## src/rtl/lc3_mem_access_ctrl_if.sv

```systemverilog
// rtl/lc3_mem_access_ctrl_if.sv - request and memory-bus signals of the LC-3 memory access controller
interface lc3_mem_access_ctrl_if #(
  parameter int DATA_W = 16
);
  logic              Start;
  logic              RW;
  logic [DATA_W-1:0] Addr;
  logic [DATA_W-1:0] WData;
  logic              Mem_Req;
  logic              Mem_WE;
  logic [DATA_W-1:0] Mem_Addr;
  logic [DATA_W-1:0] Mem_WData;
  logic              Mem_Ack;
  logic [DATA_W-1:0] Mem_RData;
  logic [DATA_W-1:0] MDR_D;
  logic              MDR_WE;
  logic              R;
  logic              Busy;
  logic              Err;

  modport master (
    output Start, RW, Addr, WData, Mem_Ack, Mem_RData,
    input  Mem_Req, Mem_WE, Mem_Addr, Mem_WData, MDR_D, MDR_WE, R, Busy, Err
  );

  modport slave (
    input  Start, RW, Addr, WData, Mem_Ack, Mem_RData,
    output Mem_Req, Mem_WE, Mem_Addr, Mem_WData, MDR_D, MDR_WE, R, Busy, Err
  );
endinterface

```

## src/rtl/lc3_mem_access_ctrl.sv

```systemverilog
// rtl/lc3_mem_access_ctrl.sv - one LC-3 memory transaction per Start; MEM_TIMEOUT_EN adds a REQ-phase timeout abort
module lc3_mem_access_ctrl #(
  parameter int DATA_W  = 16,
  parameter int TIMEOUT = 64
) (
  input logic                  Clk,
  input logic                  Reset,
  lc3_mem_access_ctrl_if.slave bus
);

  typedef enum logic [1:0] {IDLE, REQ, DONE} state_t;

  state_t            state, state_nxt;
  logic              rw_q;
  logic [DATA_W-1:0] addr_q;
  logic [DATA_W-1:0] wdata_q;
  logic [DATA_W-1:0] mdr_q;
  logic              tmo;
  logic              err_q;

  always_ff @(posedge Clk) begin
    if (Reset) state <= IDLE;
    else       state <= state_nxt;
  end

  // Request fields are captured only when a Start is accepted, so Start during Busy cannot disturb them.
  always_ff @(posedge Clk) begin
    if (Reset) begin
      rw_q    <= 1'b0;
      addr_q  <= '0;
      wdata_q <= '0;
      mdr_q   <= '0;
    end else begin
      if (state == IDLE && bus.Start) begin
        rw_q    <= bus.RW;
        addr_q  <= bus.Addr;
        wdata_q <= bus.WData;
      end
      if (state == REQ && bus.Mem_Ack && !rw_q) mdr_q <= bus.Mem_RData;
    end
  end

`ifdef MEM_TIMEOUT_EN
  localparam int             CW       = $clog2(TIMEOUT + 1);
  localparam logic [CW-1:0] TMO_LAST = CW'(TIMEOUT - 1);

  logic [CW-1:0] cnt;

  // An ack in the final counted cycle takes priority over the abort.
  assign tmo = (state == REQ) && !bus.Mem_Ack && (cnt == TMO_LAST);

  always_ff @(posedge Clk) begin
    if (Reset) begin
      cnt   <= '0;
      err_q <= 1'b0;
    end else begin
      if (state == REQ) cnt <= cnt + 1'b1;
      else              cnt <= '0;
      if (state == IDLE && bus.Start) err_q <= 1'b0;
      else if (tmo)                   err_q <= 1'b1;
    end
  end
`else
  assign tmo   = 1'b0;
  assign err_q = 1'b0;
`endif

  always_comb begin
    state_nxt   = state;
    bus.Mem_Req = 1'b0;
    bus.Mem_WE  = 1'b0;
    bus.R       = 1'b0;
    bus.MDR_WE  = 1'b0;
    bus.Busy    = 1'b0;
    case (state)
      IDLE: begin
        if (bus.Start) state_nxt = REQ;
      end
      REQ: begin
        bus.Mem_Req = 1'b1;
        bus.Mem_WE  = rw_q;
        bus.Busy    = 1'b1;
        if (bus.Mem_Ack || tmo) state_nxt = DONE;
      end
      DONE: begin
        bus.R      = 1'b1;
        bus.MDR_WE = !rw_q && !err_q;
        bus.Busy   = 1'b1;
        state_nxt  = IDLE;
      end
      default: state_nxt = IDLE;
    endcase
  end

  assign bus.Mem_Addr  = addr_q;
  assign bus.Mem_WData = wdata_q;
  assign bus.MDR_D     = mdr_q;
  assign bus.Err       = err_q;

endmodule

```

## src/flat_wrapper.sv

```systemverilog
// flat-port wrapper written by rule: the top's interface ports become plain ports
module lc3_mem_access_ctrl_flat 
#(
  parameter int DATA_W  = 16,
  parameter int TIMEOUT = 64
)
  (Clk, Reset, bus_Start, bus_RW, bus_Addr, bus_WData, bus_Mem_Ack, bus_Mem_RData, bus_Mem_Req, bus_Mem_WE, bus_Mem_Addr, bus_Mem_WData, bus_MDR_D, bus_MDR_WE, bus_R, bus_Busy, bus_Err);
  lc3_mem_access_ctrl_if #(.DATA_W(DATA_W)) bus_i ();
  input logic Clk;
  input logic Reset;
  input wire logic [$bits(bus_i.Start)-1:0] bus_Start;
  input wire logic [$bits(bus_i.RW)-1:0] bus_RW;
  input wire logic [$bits(bus_i.Addr)-1:0] bus_Addr;
  input wire logic [$bits(bus_i.WData)-1:0] bus_WData;
  input wire logic [$bits(bus_i.Mem_Ack)-1:0] bus_Mem_Ack;
  input wire logic [$bits(bus_i.Mem_RData)-1:0] bus_Mem_RData;
  output wire logic [$bits(bus_i.Mem_Req)-1:0] bus_Mem_Req;
  output wire logic [$bits(bus_i.Mem_WE)-1:0] bus_Mem_WE;
  output wire logic [$bits(bus_i.Mem_Addr)-1:0] bus_Mem_Addr;
  output wire logic [$bits(bus_i.Mem_WData)-1:0] bus_Mem_WData;
  output wire logic [$bits(bus_i.MDR_D)-1:0] bus_MDR_D;
  output wire logic [$bits(bus_i.MDR_WE)-1:0] bus_MDR_WE;
  output wire logic [$bits(bus_i.R)-1:0] bus_R;
  output wire logic [$bits(bus_i.Busy)-1:0] bus_Busy;
  output wire logic [$bits(bus_i.Err)-1:0] bus_Err;
  assign bus_i.Start = bus_Start;
  assign bus_i.RW = bus_RW;
  assign bus_i.Addr = bus_Addr;
  assign bus_i.WData = bus_WData;
  assign bus_i.Mem_Ack = bus_Mem_Ack;
  assign bus_i.Mem_RData = bus_Mem_RData;
  assign bus_Mem_Req = bus_i.Mem_Req;
  assign bus_Mem_WE = bus_i.Mem_WE;
  assign bus_Mem_Addr = bus_i.Mem_Addr;
  assign bus_Mem_WData = bus_i.Mem_WData;
  assign bus_MDR_D = bus_i.MDR_D;
  assign bus_MDR_WE = bus_i.MDR_WE;
  assign bus_R = bus_i.R;
  assign bus_Busy = bus_i.Busy;
  assign bus_Err = bus_i.Err;
  lc3_mem_access_ctrl #(.DATA_W(DATA_W), .TIMEOUT(TIMEOUT)) u_core (.Clk(Clk), .Reset(Reset), .bus(bus_i));
endmodule
```

## config.mk

```make
export PLATFORM = sky130hd
export DESIGN_NAME = lc3_mem_access_ctrl_flat
export DESIGN_NICKNAME = d
export VERILOG_FILES = /design/src/rtl/lc3_mem_access_ctrl_if.sv /design/src/rtl/lc3_mem_access_ctrl.sv /design/src/flat_wrapper.sv
export SDC_FILE = /design/constraint.sdc
export NUM_CORES = 1
export LEC_CHECK = 0
export CORE_MARGIN = 2
export CORE_UTILIZATION = 38
export CTS_BUF_LIST = sky130_fd_sc_hd__clkbuf_16
export DETAILED_ROUTE_END_ITERATION = 8
export HOLD_SLACK_MARGIN = 0.06
export MAX_ROUTING_LAYER = met4
export PLACE_DENSITY = 0.79
export SLEW_MARGIN = 20
export SYNTH_ARGS = -nofsm -noshare
export SYNTH_HDL_FRONTEND = slang
export SYNTH_SLANG_ARGS = --single-unit
```

## constraint.sdc

```tcl
create_clock -name Clk -period 1.74 [get_ports Clk]
set_clock_uncertainty 0.1 [all_clocks]
set_input_delay 0.348 -clock Clk [delete_from_list [all_inputs] [get_ports Clk]]
set_output_delay 0.348 -clock Clk [all_outputs]
set_load 0.02 [all_outputs]
```

==> results of run 1 <==
logic make-up (layout without fill, tap and decap cells):
group	Yosys count	in the layout	synth area share (%)
compound gates	50	50	14.7
fa+ha+maj	5	5	3.16
buf+inv	21	127	7.33
flops	51	51	51.6
mux	2	2	1.01
other cells	1	1	0.189
simple gates	108	108	22.1
flip-flops by register name (all words and copies together), names as in the netlist:
register              count
u_core.bus.MDR_D         16
u_core.bus.Mem_Addr      16
u_core.bus.Mem_WData     16
u_core.rw_q               1
u_core.state              2
worst paths after layout:
| path | startpoint | cells past startpoint | slack, ps | to |
|---|---|---|---|---|
| worst max-delay path | u_core.bus.MDR_D[0] | 1 | 50 | bus_MDR_D[0] |
| worst min-delay path | u_core.bus.Mem_Addr[8] | 2 | 350 | u_core.bus.Mem_Addr[8] |
| worst max register to register | u_core.state[1] | 6 | 270 | u_core.bus.MDR_D[12] |
| worst min register to register | u_core.bus.Mem_Addr[8] | 2 | 350 | u_core.bus.Mem_Addr[8] |
metrics by stage:
stage	instances	cell area (sq um)	setup TNS, ps	worst slack [ps]	util, %
final	414	3280	0	54.0	64.6
after global routing	414	3280	0	4.49	64.6
after CTS	414	3290	0	10.7	64.8
after detailed placement	406	3110	-199	-80.1	61.2
after global placement	406	3110	-96.8	-44.4	61.2
after floorplan	238	1980	0	236	-
where the power goes:
group	total [mW]	switching, mW	internal [mW]
clock network	1.24	0.413	0.823
registers	1.48	0.106	1.38
logic	1.57	0.822	0.746
total	4.29	1.34	2.95
layout by cell type, fill, tap and decap left out, types with 2 or more instances in the layout:
cell type and count:
nand2_1 99, clkdlybuf4s50_1 99, dfxtp_1 49, a21oi_1 39, a21oi_2 10, buf_2 6
buf_4 6, ha_1 5, clkbuf_16 5, inv_1 4, nand2b_1 4, buf_12 4
mux2i_1 2, bufinv_16 2, dfxtp_2 2
timing repair:
item	CTS	global route
buffers inserted	0	0
resized for setup	20	2
hold endpoints to repair	0	0
endpoints found under the setup margin	5	2
area by class of cell:
cell class              instances  area (sq um)  share of cell area (%)
clock buffers                   5           125                    3.82
multi-input cells             166           813                    24.8
flip-flops and latches         51          1020                    31.2
repair buffers                115          1150                    35.0
clock inverters                 3          67.6                    2.06
well taps                      70          87.6                    2.67
inverters                       4          15.0                   0.458
routing by layer:
layer	part of all wire (%)	global-route usage, %	vias up
li1	-	-	963
met1	44	20.3	833
met2	50	30.7	61
met3	6.1	5.21	2
met4	0.24	2.73	0
met5	0	-	-
==> key figures, run 1 <==
Setup path
  – Worst path arrival time: 1240 ps
  – Worst EP required: 1290 ps
  – Slowest stage cell, crit path: clkdlybuf4s50_1
  – CP Class: flop to output port
  – Worst setup EP type: output port
  – Crit-path cells: clkdlybuf4s50_1
  – Worst-path fanout max: 2
  – Family with the most delay on the worst path: buffers and inverters
  – Startpoint class of the critical path: flop
  – Max incr delay on CP: 630 ps
  – Bufs and invs on worst path: 1

Route
  – Vias: 1859
  – Detail Route Antenna Nets: 0
  – Initial drt markers: 64
  – First-pass iteration count of the detailed router: 4
  – Number of vias per cell: 4.49
  – Drc violations: 0
  – Routed Wire Length: 4950 microns
  – Avg WL per Cell: 12.0 microns

GRT
  – Grt ovf: 0
  – GR Util All Layers: 17.5%
  – Vias in the first global route: 1776
  – Global-route wire length before repair: 8240 microns
  – Initial antenna violation count: 0
  – Pin count of the biggest net entering global routing: 34

Synth
  – Sequential-to-total area share from yosys stat: 51.6%
  – Syn avg cell area: 8.32 sq um
  – Area fraction of the dominant cell type after synthesis: 51.6%
  – Mapped Cells: 238
  – Post-synth EDFFs: 0
  – Post-synth ARST share: 0%
  – Synth warnings: 0
  – Most frequent cells after synthesis: nand2_1, dfxtp_1, a21oi_1
  – Unique masters post-synth: 20
  – Most frequent cell after synthesis: nand2_1
  – Synth area leader: dfxtp_1
  – Mapped Nets: 296
  – Ranking of synthesized cells by area: dfxtp_1, nand2_1, a21oi_1
  – Synth Cell Area: 1980 sq um
  – Synthesis-stage register bit count: 51
  – Top_reg_cell synth: dfxtp_1

Final layout
  – Share of cells above drive strength 1: 11.0%
  – Final net count: 401
  – Area grow syn2layout: 65.6%
  – Layout fillers: 452
  – N_diodes: 0

Placement
  – Number of port buffers: 105
  – GP Congestion: 0.689
  – Hpwl dp: 3560 microns

Timing
  – Fin crit share: 96.9%
  – Max Clk Rate: 593 MHz
  – Final setup vio count: 0
  – Min Tclk post-route: 1690 ps
  – RSZ-0062 raised after global routing: no
  – Hold slack: 353 ps
  – Final hold vios: 0
  – Pins over their slew limit: 0

Clock network
  – CTS tree: done
  – Clock transition at path regs: 70 ps
  – CTS Hold Bufs: 0
  – Htree depth: 2
  – CTS sink count: 51
  – Clock buffer depth: 2
  – Skew-Pair Late Insertion Delay: 280 ps
  – Num CTS Buffers: 5
  – Root buffer cell: clkbuf_16

Floorplan
  – Core Box Area: 5070 sq um
  – I/O pins: 107
  – Die Height: 76.2 microns
  – Initial Util: 39.0%
  – Rows: 26
  – Die area: 5800 sq um
  – Die X: 76.2 microns

Pwr
  – Pwr dens: 1310 nW/um^2
  – Peak VDD IR: 0.000845 V
  – Final Total Pwr: 4.29 mW
  – Leak Pwr: 1.24 nW

Min path
  – Min-Delay Path Class: flop to flop

Job
  – Max-cap violations: 0

Outcome
  – Status: finished, final reports clean
Note: power is estimated with default switching activity, not from simulation.
==> inputs of run 2 (changes only) <==
- CORE_UTILIZATION: 38 -> 41
- GPL_TIMING_DRIVEN: default -> 0
- PLACE_DENSITY: 0.79 -> 0.84
- clock period: 1.74 -> 2.1 ns (I/O delays scaled with it)
==> run 2 against run 1 <==
- combinational power down 17%
- largest cell class unchanged
- critical path depth up 3
- count of clock-buffer cells in the layout unchanged
- non-clock buffer count up 6
- worst hold slack barely moved
- cell count shrank 2.4%
- sequential share of layout area up 0.31 points
- die area fell by 7.0%
- global-route usage rose by 1.4 points
- final area down 1.2%
- clock power shrank 35%
- sequential power is 18% lower
==> key figures, run 2 (synthesized netlist as in run 1, its figures left out) <==
Outcome
  – Status: finished, final reports clean (unchanged)

Timing
  – Final hold vios: 0 (unchanged)
  – Max Clk Rate: 495 MHz
  – Fin crit share: 96.1%
  – Worst Max-Slew Pin Slew: 541 ps
  – Final setup vio count: 0 (unchanged)
  – Min Tclk post-route: 2020 ps
  – Fin Setup TNS: 0 ps (unchanged)
  – Slew Limit Headroom: 64.0%
  – Pins over their slew limit: 0 (unchanged)
  – Hold slack: 353 ps (about the same)
  – RSZ-0062 raised after global routing: no (unchanged)

Setup path
  – Worst path arrival time: 1500 ps (was 1240 ps)
  – Startpoint class of the critical path: flop (unchanged)
  – CP Class: flop to output port (unchanged)
  – Reg2reg end: u_core.bus.Mem_WData[14] (was u_core.bus.MDR_D[12])
  – Reg2reg path depth: 7 (was 6)
  – Worst-path fanout max: 4 (was 2)
  – Max incr delay on CP: 360 ps (was 630 ps)
  – Crit-path cells: inv_1, ha_1, and2_2, dlygate4sd2_1 (was clkdlybuf4s50_1)
  – Slowest stage cell, crit path: dfxtp_1 (was clkdlybuf4s50_1)
  – Worst setup EP type: output port (unchanged)
  – R2R Path Start: u_core.state[0] (was u_core.state[1])
  – Worst EP required: 1580 ps (was 1290 ps)
  – Worst R2R Setup Slack: 550 ps (was 270 ps)

Placement
  – Hpwl dp: 3730 microns (was 3560 microns)
  – Placed cells: 396 (was 406)
  – GP Congestion: 0.742 (was 0.689)
  – Number of port buffers: 104 (was 105)

Clock network
  – Clock buffer depth: 2 (unchanged)
  – CTS tree: done (unchanged)
  – Post-CTS Setup Bufs: 0 (unchanged)
  – Num CTS Buffers: 5 (unchanged)
  – Skew-Pair Late Insertion Delay: 280 ps (about the same)
  – CTS sink count: 51 (unchanged)
  – Root buffer cell: clkbuf_16 (unchanged)
  – Clock transition at path regs: 70 ps (about the same)
  – Htree depth: 2 (unchanged)
  – CTS Hold Bufs: 0 (unchanged)

GRT
  – Grt ovf: 0 (unchanged)
  – Vias in the first global route: 1689 (was 1776)
  – Global-route wire length before repair: 7760 microns (was 8240 microns)
  – GR Layer Usage met2: 30.4% (was 30.7%)
  – Grt met3 use: 5.35% (was 5.21%)
  – GR Util All Layers: 19.0% (was 17.5%)
  – Busiest layer in global routing: met2 (unchanged)
  – Pin count of the biggest net entering global routing: 18 (was 34)
  – Initial antenna violation count: 0 (unchanged)
  – Routing usage on met1: 23.4% (was 20.3%)

Route
  – Avg WL per Cell: 12.4 microns (was 12.0 microns)
  – Drc violations: 0 (unchanged)
  – First-pass iteration count of the detailed router: 4 (unchanged)
  – Initial drt markers: 51 (was 64)
  – Number of vias per cell: 4.63 (was 4.49)
  – Vias: 1870 (was 1859)
  – Detail Route Antenna Nets: 0 (unchanged)
  – Routed Wire Length: 5000 microns (was 4950 microns)

Floorplan
  – Core Box Area: 4690 sq um (was 5070 sq um)
  – Die area: 5400 sq um (was 5800 sq um)
  – I/O pins: 107 (unchanged)
  – Die Height: 73.5 microns (was 76.2 microns)
  – Rows: 25 (was 26)
  – Initial Util: 42.2% (was 39.0%)
  – Die X: 73.5 microns (was 76.2 microns)

Min path
  – Hold depth: 2 (unchanged)
  – Min-Delay Path Class: flop to flop (unchanged)
  – Hold Path End: u_core.bus.Mem_Addr[12] (was u_core.bus.Mem_Addr[8])
  – Min-delay src: u_core.bus.Mem_Addr[12] (was u_core.bus.Mem_Addr[8])

Final layout
  – Share of cells above drive strength 1: 10.0% (was 11.0%)
  – Final net count: 407 (was 401)
  – Finished Layout Cells: 404 (was 414)
  – N_diodes: 0 (unchanged)
  – Commonest cells after routing, fill and taps aside: nand2_1, clkdlybuf4s50_1, dfxtp_1 (unchanged)
  – Area grow syn2layout: 63.6% (was 65.6%)

Pwr
  – Peak VDD IR: 0.000478 V (was 0.000845 V)
  – Leak Pwr: 1.26 nW (was 1.24 nW)
  – Final Total Pwr: 3.32 mW (was 4.29 mW)
  – Pwr dens: 1030 nW/um^2 (was 1310 nW/um^2)

Job
  – Max-cap violations: 0 (unchanged)
run 2: timing repair:
action / in CTS / in global routing
endpoints found under the hold margin: 0 / 0
cloned: 0 / 0
endpoints found under the setup margin: 3 / 2
resized for setup: 3 / 2
run 2: layer usage:
metal	wire length (microns)	share of wire [%]	vias to the layer above
met1	2240	45	829
met5	0	0	-
met3	345	6.9	6
met4	63	1.3	0
li1	-	-	970
met2	2350	47	65
run 2: cell type report:
type / count / area [sq um]
buffer: 17 / 130
clock buffer: 5 / 125
clock inverter: 3 / 23.8
fill: 411 / 1450
inverter: 4 / 15.0
multi-input combinational: 166 / 813
sequential: 51 / 1020
tap: 54 / 67.6
timing repair buffer: 104 / 1040
run 2: how the worst max path moves through the flow:
stage                               start  cells past startpoint  slack [ps]           to
after CTS                 u_core.state[1]                      3          40  bus_Mem_Req
after detailed placement  u_core.state[1]                      4         170   bus_Mem_WE
after global placement    u_core.state[1]                      4         190   bus_Mem_WE
after global routing      u_core.state[1]                      4           3   bus_Mem_WE
after floorplan           u_core.state[0]                      3         520   bus_MDR_WE
final                     u_core.state[1]                      4          80   bus_Mem_WE
run 2: critical path: cells and delay by family, from the launching register on:
kind	cells	cell delay [ps]
flops	1	360
buf+inv	2	420
simple gates	1	210
fa+ha+maj	1	230
run 2: through the flow:
step / worst slack, ps / cell area (sq um) / utilization, %
6_report: 81.5 / 3240 / 69.0
2_1_floorplan: 524 / 1980 / -
3_3_place_gp: 189 / 3090 / 65.8
4_1_cts: 39.3 / 3230 / 68.9
5_1_grt: 3.17 / 3240 / 69.0
3_5_place_dp: 170 / 3090 / 65.8
run 2: power breakdown:
group          switching [mW]  internal, mW  leakage [nW]
Clock                   0.359         0.446        0.0664
Combinational           0.680         0.617         0.772
Sequential             0.0859          1.14         0.417
==> inputs of run 3 (changes only) <==
- ABC_CLOCK_PERIOD_IN_PS: default -> 2100
==> results of run 3 <==
Final layout, timing and power as in run 2 (identical DEF).
